### src/rtl/booth_pkg.sv
// Shared definitions for the radix-2 Booth multiplier family.
//   state_e     : controller states (IDLE / RUN / DONE)
//   booth_op_e  : Booth recoding of {Q[0], q_1} into NOP / ADD / SUB
//   booth_decode: maps the two examined multiplier bits to an op
//   asr1        : one-bit arithmetic right shift of a packed {A,Q,q_1}
//                 vector whose sign bit sits at index msb (operands up to
//                 64 bits, so the vector never exceeds ASR_MAX_W bits)
package booth_pkg;

  typedef enum logic [1:0] {
    IDLE = 2'd0,
    RUN  = 2'd1,
    DONE = 2'd2
  } state_e;

  typedef enum logic [1:0] {
    NOP = 2'b00,
    ADD = 2'b01,
    SUB = 2'b10
  } booth_op_e;

  localparam int unsigned ASR_MAX_W = 130;

  function automatic booth_op_e booth_decode(input logic q0, input logic q_1);
    case ({q0, q_1})
      2'b10:   return SUB;
      2'b01:   return ADD;
      default: return NOP;
    endcase
  endfunction

  // Bits above msb are zero on entry, so the plain shift leaves msb-1..0
  // correct and only the sign bit needs to be replicated back in.
  function automatic logic [ASR_MAX_W-1:0] asr1(input logic [ASR_MAX_W-1:0] v,
                                                 input logic [7:0]           msb);
    logic [ASR_MAX_W-1:0] r;
    r      = v >> 1;
    r[msb] = v[msb];
    return r;
  endfunction

endpackage

### src/rtl/booth_alu_step.sv
// One radix-2 Booth add/subtract step (combinational, pre-shift).
//   acc_i : accumulator A, WIDTH+1 bits including guard bit
//   m_i   : sign-extended multiplicand M, WIDTH+1 bits
//   q0_i  : current multiplier LSB Q[0]
//   q_1_i : previously shifted-out multiplier bit
//   acc_o : A after the recoded add/subtract; carry-out is dropped
module booth_alu_step
  import booth_pkg::*;
#(
  parameter int WIDTH = 8
) (
  input  logic [WIDTH:0] acc_i,
  input  logic [WIDTH:0] m_i,
  input  logic           q0_i,
  input  logic           q_1_i,
  output logic [WIDTH:0] acc_o
);

  always_comb begin
    acc_o = acc_i;
    case (booth_decode(q0_i, q_1_i))
      ADD:     acc_o = acc_i + m_i;
      SUB:     acc_o = acc_i - m_i;
      default: acc_o = acc_i;
    endcase
  end

endmodule

### src/rtl/seq_booth_mult.sv
// Iterative radix-2 Booth signed multiplier, one Booth step per clock.
//   clk   : rising-edge clock
//   rst   : synchronous active-high reset (aborts a running multiply)
//   start : request, accepted only while busy is low
//   a, b  : signed multiplier / multiplicand, sampled on accept
//   busy  : high from the cycle after accept through the done cycle
//   done  : one-cycle pulse, p valid from this cycle
//   p     : signed 2*WIDTH product, held until the next result
// Optional build macro BOOTH_EARLY_TERM_EN: when the remaining multiplier
// bits all equal q_1 the rest of the run is pure shifting, so it is done
// in a single barrel shift and the result comes out early.
module seq_booth_mult
  import booth_pkg::*;
#(
  parameter int WIDTH = 8,
  parameter int CNT_W = $clog2(WIDTH + 1)
) (
  input  logic                 clk,
  input  logic                 rst,
  input  logic                 start,
  input  logic [WIDTH-1:0]     a,
  input  logic [WIDTH-1:0]     b,
  output logic                 busy,
  output logic                 done,
  output logic [2*WIDTH-1:0]   p
);

  // {A, Q, q_1}
  localparam int VEC_W = 2 * WIDTH + 2;

  state_e             state_q, state_d;
  logic [WIDTH:0]     a_q, a_d;
  logic [WIDTH:0]     m_q, m_d;
  logic [WIDTH-1:0]   q_q, q_d;
  logic               q1_q, q1_d;
  logic [CNT_W-1:0]   cnt_q, cnt_d;
  logic [2*WIDTH-1:0] p_q, p_d;

  logic [WIDTH:0]     alu_acc;
  logic [VEC_W-1:0]   shifted;

  booth_alu_step #(.WIDTH(WIDTH)) u_alu (
    .acc_i (a_q),
    .m_i   (m_q),
    .q0_i  (q_q[0]),
    .q_1_i (q1_q),
    .acc_o (alu_acc)
  );

  always_comb begin
    shifted = VEC_W'(asr1(ASR_MAX_W'({alu_acc, q_q, q1_q}), 8'(VEC_W - 1)));
  end

`ifdef BOOTH_EARLY_TERM_EN
  logic [WIDTH-1:0] rem_mask;
  logic             early;
  logic [2*WIDTH:0] jump;

  always_comb begin
    rem_mask = ~({WIDTH{1'b1}} << cnt_q);
    early    = ((q_q ^ {WIDTH{q1_q}}) & rem_mask) == '0;
    jump     = $signed({a_q, q_q}) >>> cnt_q;
  end
`endif

  always_comb begin
    state_d = state_q;
    a_d     = a_q;
    m_d     = m_q;
    q_d     = q_q;
    q1_d    = q1_q;
    cnt_d   = cnt_q;
    p_d     = p_q;
    case (state_q)
      IDLE: begin
        if (start) begin
          a_d     = '0;
          q_d     = a;
          m_d     = {b[WIDTH-1], b};
          q1_d    = 1'b0;
          cnt_d   = CNT_W'(WIDTH);
          state_d = RUN;
        end
      end
      RUN: begin
`ifdef BOOTH_EARLY_TERM_EN
        if (early) begin
          a_d     = jump[2*WIDTH:WIDTH];
          q_d     = jump[WIDTH-1:0];
          cnt_d   = '0;
          p_d     = jump[2*WIDTH-1:0];
          state_d = DONE;
        end else
`endif
        begin
          {a_d, q_d, q1_d} = shifted;
          cnt_d            = cnt_q - CNT_W'(1);
          // Product is captured on the edge into DONE so p is valid with done.
          if (cnt_q == CNT_W'(1)) begin
            p_d     = shifted[VEC_W-2:1];
            state_d = DONE;
          end
        end
      end
      DONE:    state_d = IDLE;
      default: state_d = IDLE;
    endcase
  end

  always_ff @(posedge clk) begin
    if (rst) begin
      state_q <= IDLE;
      a_q     <= '0;
      m_q     <= '0;
      q_q     <= '0;
      q1_q    <= 1'b0;
      cnt_q   <= '0;
      p_q     <= '0;
    end else begin
      state_q <= state_d;
      a_q     <= a_d;
      m_q     <= m_d;
      q_q     <= q_d;
      q1_q    <= q1_d;
      cnt_q   <= cnt_d;
      p_q     <= p_d;
    end
  end

  assign busy = (state_q != IDLE);
  assign done = (state_q == DONE);
  assign p    = p_q;

endmodule

### config.mk
export PLATFORM = sky130hd
export DESIGN_NAME = seq_booth_mult
export DESIGN_NICKNAME = d
export VERILOG_FILES = /design/src/rtl/booth_pkg.sv /design/src/rtl/booth_alu_step.sv /design/src/rtl/seq_booth_mult.sv
export SDC_FILE = /design/constraint.sdc
export NUM_CORES = 1
export LEC_CHECK = 0
export ABC_AREA = 1
export CAP_MARGIN = 15
export CORE_ASPECT_RATIO = 1.1
export CORE_MARGIN = 2
export CORE_UTILIZATION = 40
export CTS_CLUSTER_SIZE = 28
export DETAILED_ROUTE_END_ITERATION = 7
export DONT_BUFFER_PORTS = 1
export SLEW_MARGIN = 0
export SYNTH_ARGS = -nofsm -noshare
export SYNTH_HDL_FRONTEND = slang
export SYNTH_SLANG_ARGS = --single-unit
### constraint.sdc
create_clock -name clk -period 7.3 [get_ports clk]
set_input_delay 0.73 -clock clk [delete_from_list [all_inputs] [get_ports clk]]
set_output_delay 0.73 -clock clk [all_outputs]
set_load 0.02 [all_outputs]
==> metrics.md <==
| Metric | Value |
|---|---|
| Status | `complete, no violations` |
| Vias in the first global route | `2052` |
| Area leader, netlist | `dfxtp_1` |
| Slew of the pin with the lowest slew margin | `584 ps` |
| Critical path's slowest cell | `dfxtp_1` |
| # diodes | `0` |
| Cell chain of the critical path | `inv_1, ha_1, inv_1, nor2_1, inv_1, o21ai_0, xnor2_1, inv_1, ha_1, a21o_2, a21boi_0, nand3_1, nand3_1, nand2_1, o21ai_1, inv_1` |
| Leak | `1.13 nW` |
| Number of distinct library cells after synthesis | `35` |
| I/O pin count | `37` |
| Post-synth top flop | `dfxtp_1` |
| Crit-path max FO | `4` |
| Worst path arrival time | `approximately 2700 ps` |
| Core Region | `between 5000 and 6000 sq um` |
| Final wirelength | `between 5000 and 6000 um` |
| Asr flop ratio synth | `0%` |
| Die X | `approximately 80 um` |
| Register Area | `between 900 and 1000 sq um` |
| First-pass GRT wire length | `9540 um` |
| Total nets after synthesis | `~360` |
| Max-Cap Viols | `0` |
| Synth top cells by count | `57 x nand2_1, 56 x inv_1, 47 x dfxtp_1` |
| Yosys warns | `0` |
| Initial antenna violation count | `0` |
| Die Y | `85.5 um` |
| DRT Pass-1 Iters | `4` |
| Top cells by area, synth | `dfxtp_1 39%, nand2_1 8.9%, inv_1 8.7%` |
| CTS buffer count | `5` |
| Clock root cell | `clkbuf_8` |
| Final hold viol count | `0` |
| Clk slew on worst S/H paths | `90 ps` |
| CP Data Required Time | `7500 ps` |
| RSZ-0062 raised after global routing | `no` |
| Clock skew | `7.31 ps` |
| DP Worst Slack | `4800 ps` |
| Post-synthesis register bit count | `47` |
| CP Capture Type | `flop` |
| Fin worst setup slack | `between 4000 and 5000 ps` |
| Hold Buf Count CTS | `0` |
| Setup TNS Final | `0 ps` |
| Max IR drop VDD | `139 uV` |
| Slew headroom | `61.0%` |
| Die area | `6670 sq um` |
| Post-synthesis cell count | `327` |
| Worst setup path class | `reg -> reg` |
| # nets final | `354` |
| Most frequent cell after synthesis | `nand2_1` |
| Fraction of layout cells with a size suffix above 1 | `under 10%` |
| Multi-input logic area | `1190 sq um` |
| CTS resizes | `0` |
| Post-synthesis sequential area ratio | `~40%` |
| Fmax | `0.398 GHz` |
| DR iter-0 viols | `84` |
| Gr ovfl total | `0` |
| Clk sinks | `47` |
| Clock Latency Late Sink | `roughly 300 ps` |
| Period utilization | `34.5%` |
| Port Buffers | `0` |
| Crit path top cell by count | `inv_1` |
| Via-to-Cell Ratio | `5.05` |
| CTS tree | `built` |
| Vias | `between 2000 and 2500` |
| GP Congestion | `0.881` |
| # rows | `29` |
| FILL cells | `620` |
| Synth top area share | `39.0%` |
| Post-DR wirelength/cell | `13.4 um` |
| GRT Util Overall | `about 18%` |
| Startpoint Class | `flop` |
| H-Tree Depth | `2` |
| HP Class | `reg -> reg` |
| Synth Cell Area | `2410 sq um` |
| Post CTS Setup Buffer Count | `0` |
| Tmin final | `roughly 2500 ps` |
| DRC | `0` |
| Post-synth EDFFs | `0` |
| Worst stage delay on the critical path | `between 300 and 400 ps` |
| CTS max path bufs | `2` |
| Setup Viol. Count Final | `0` |
| Post-route ant nets | `0` |
| Power Density | `250 nW/um^2` |
| Initial Util | `41.6%` |
| Dpl hpwl | `slightly below 4000 um` |
| Largest net degree at the start of global routing | `28` |
| Synthesized area per cell | `7.38 sq um` |
| Syn-to-layout area delta | `4.20%` |
| Max Slew Vio Count | `0` |
## critical path: cells and delay by family, from the launching register on
kind,cells,cell delay [ps]
XOR/XNOR,1,140
buffers and inverters,5,300
AO/OA/AOI/OAI,4,780
AND/OR/NAND/NOR,4,420
flip-flops,1,330
adder cells (fa/ha/maj),2,450
## logic make-up after synthesis
| logic type | share of synthesized area (%) |
|---|---|
| xor+xnor | 2.18 |
| simple gates | 19.4 |
| flops | 39.0 |
| fa+ha+maj | 7.05 |
| buf+inv | 11.8 |
| compound gates | 20.5 |
## area by class of cell
| type | instances | share of cell area, % |
|---|---|---|
| clock buffers | 5 | 2.74 |
| flip-flops and latches | 47 | 37.4 |
| clock inverters | 1 | 0.299 |
| inverters | 57 | 8.51 |
| well taps | 77 | 3.83 |
| multi-input cells | 211 | 47.2 |
## final timing paths
| kind | start | end | slack (ps) | depth (start not counted) |
|---|---|---|---|---|
| max | m_q[0] | p[14] | 4780 | 16 |
| min reg2reg | cnt_q[3] | cnt_q[3] | 480 | 1 |
| max reg2reg | m_q[0] | p[14] | 4780 | 16 |
| min | cnt_q[3] | cnt_q[3] | 480 | 1 |
## flip-flops by register name, indices dropped and copies added, names as in the netlist
register / cells
m_q: 8
q1_q: 1
p: 16
cnt_q: 4
state_q: 2
a_q: 8
q_q: 8
## cells in the final DEF (no fill, tap or decap), types with 2 or more instances in the layout
cell      instances
nand4_1           2
xor2_1            4
a21oi_1          17
a22oi_1           8
ha_1             12
nor2_1           34
clkbuf_8          5
xnor2_1           2
nand2_2           4
a31oi_1           2
o21ai_1           4
a211oi_1          6
o22ai_1          11
inv_1            56
dfxtp_1          47
nor2_4            3
nand2_1          57
o21ai_0          23
nand3_1           8
nor3_1            2
o211ai_1          2
## routing by layer
layer	track usage (%)	up-vias	share of wire, %
met5	0	-	0
met3	3.72	6	3.5
met4	5.74	0	1.4
li1	-	1054	-
met1	22.1	920	46
met2	31.2	28	49
## through the flow
stage | util (%) | power [mW] | std cells | hold slack, ps | cell area, sq um
global placement | 42.0 | 0.483 | 392 | 457 | 2440
global route | 43.3 | 0.676 | 398 | 462 | 2510
floorplan | - | 0.454 | 327 | 443 | 2410
CTS | 43.3 | 0.635 | 398 | 472 | 2510
detailed placement | 42.0 | 0.485 | 392 | 462 | 2440
finish | 43.3 | 0.628 | 398 | 477 | 2510
## power by group
| part | switching (mW) | internal, mW |
|---|---|---|
| clock | 0.0849 | 0.0637 |
| sequential | 0.0208 | 0.277 |
| combinational | 0.117 | 0.0636 |
| total | 0.223 | 0.404 |
Note: power is estimated with default switching activity, not from simulation.
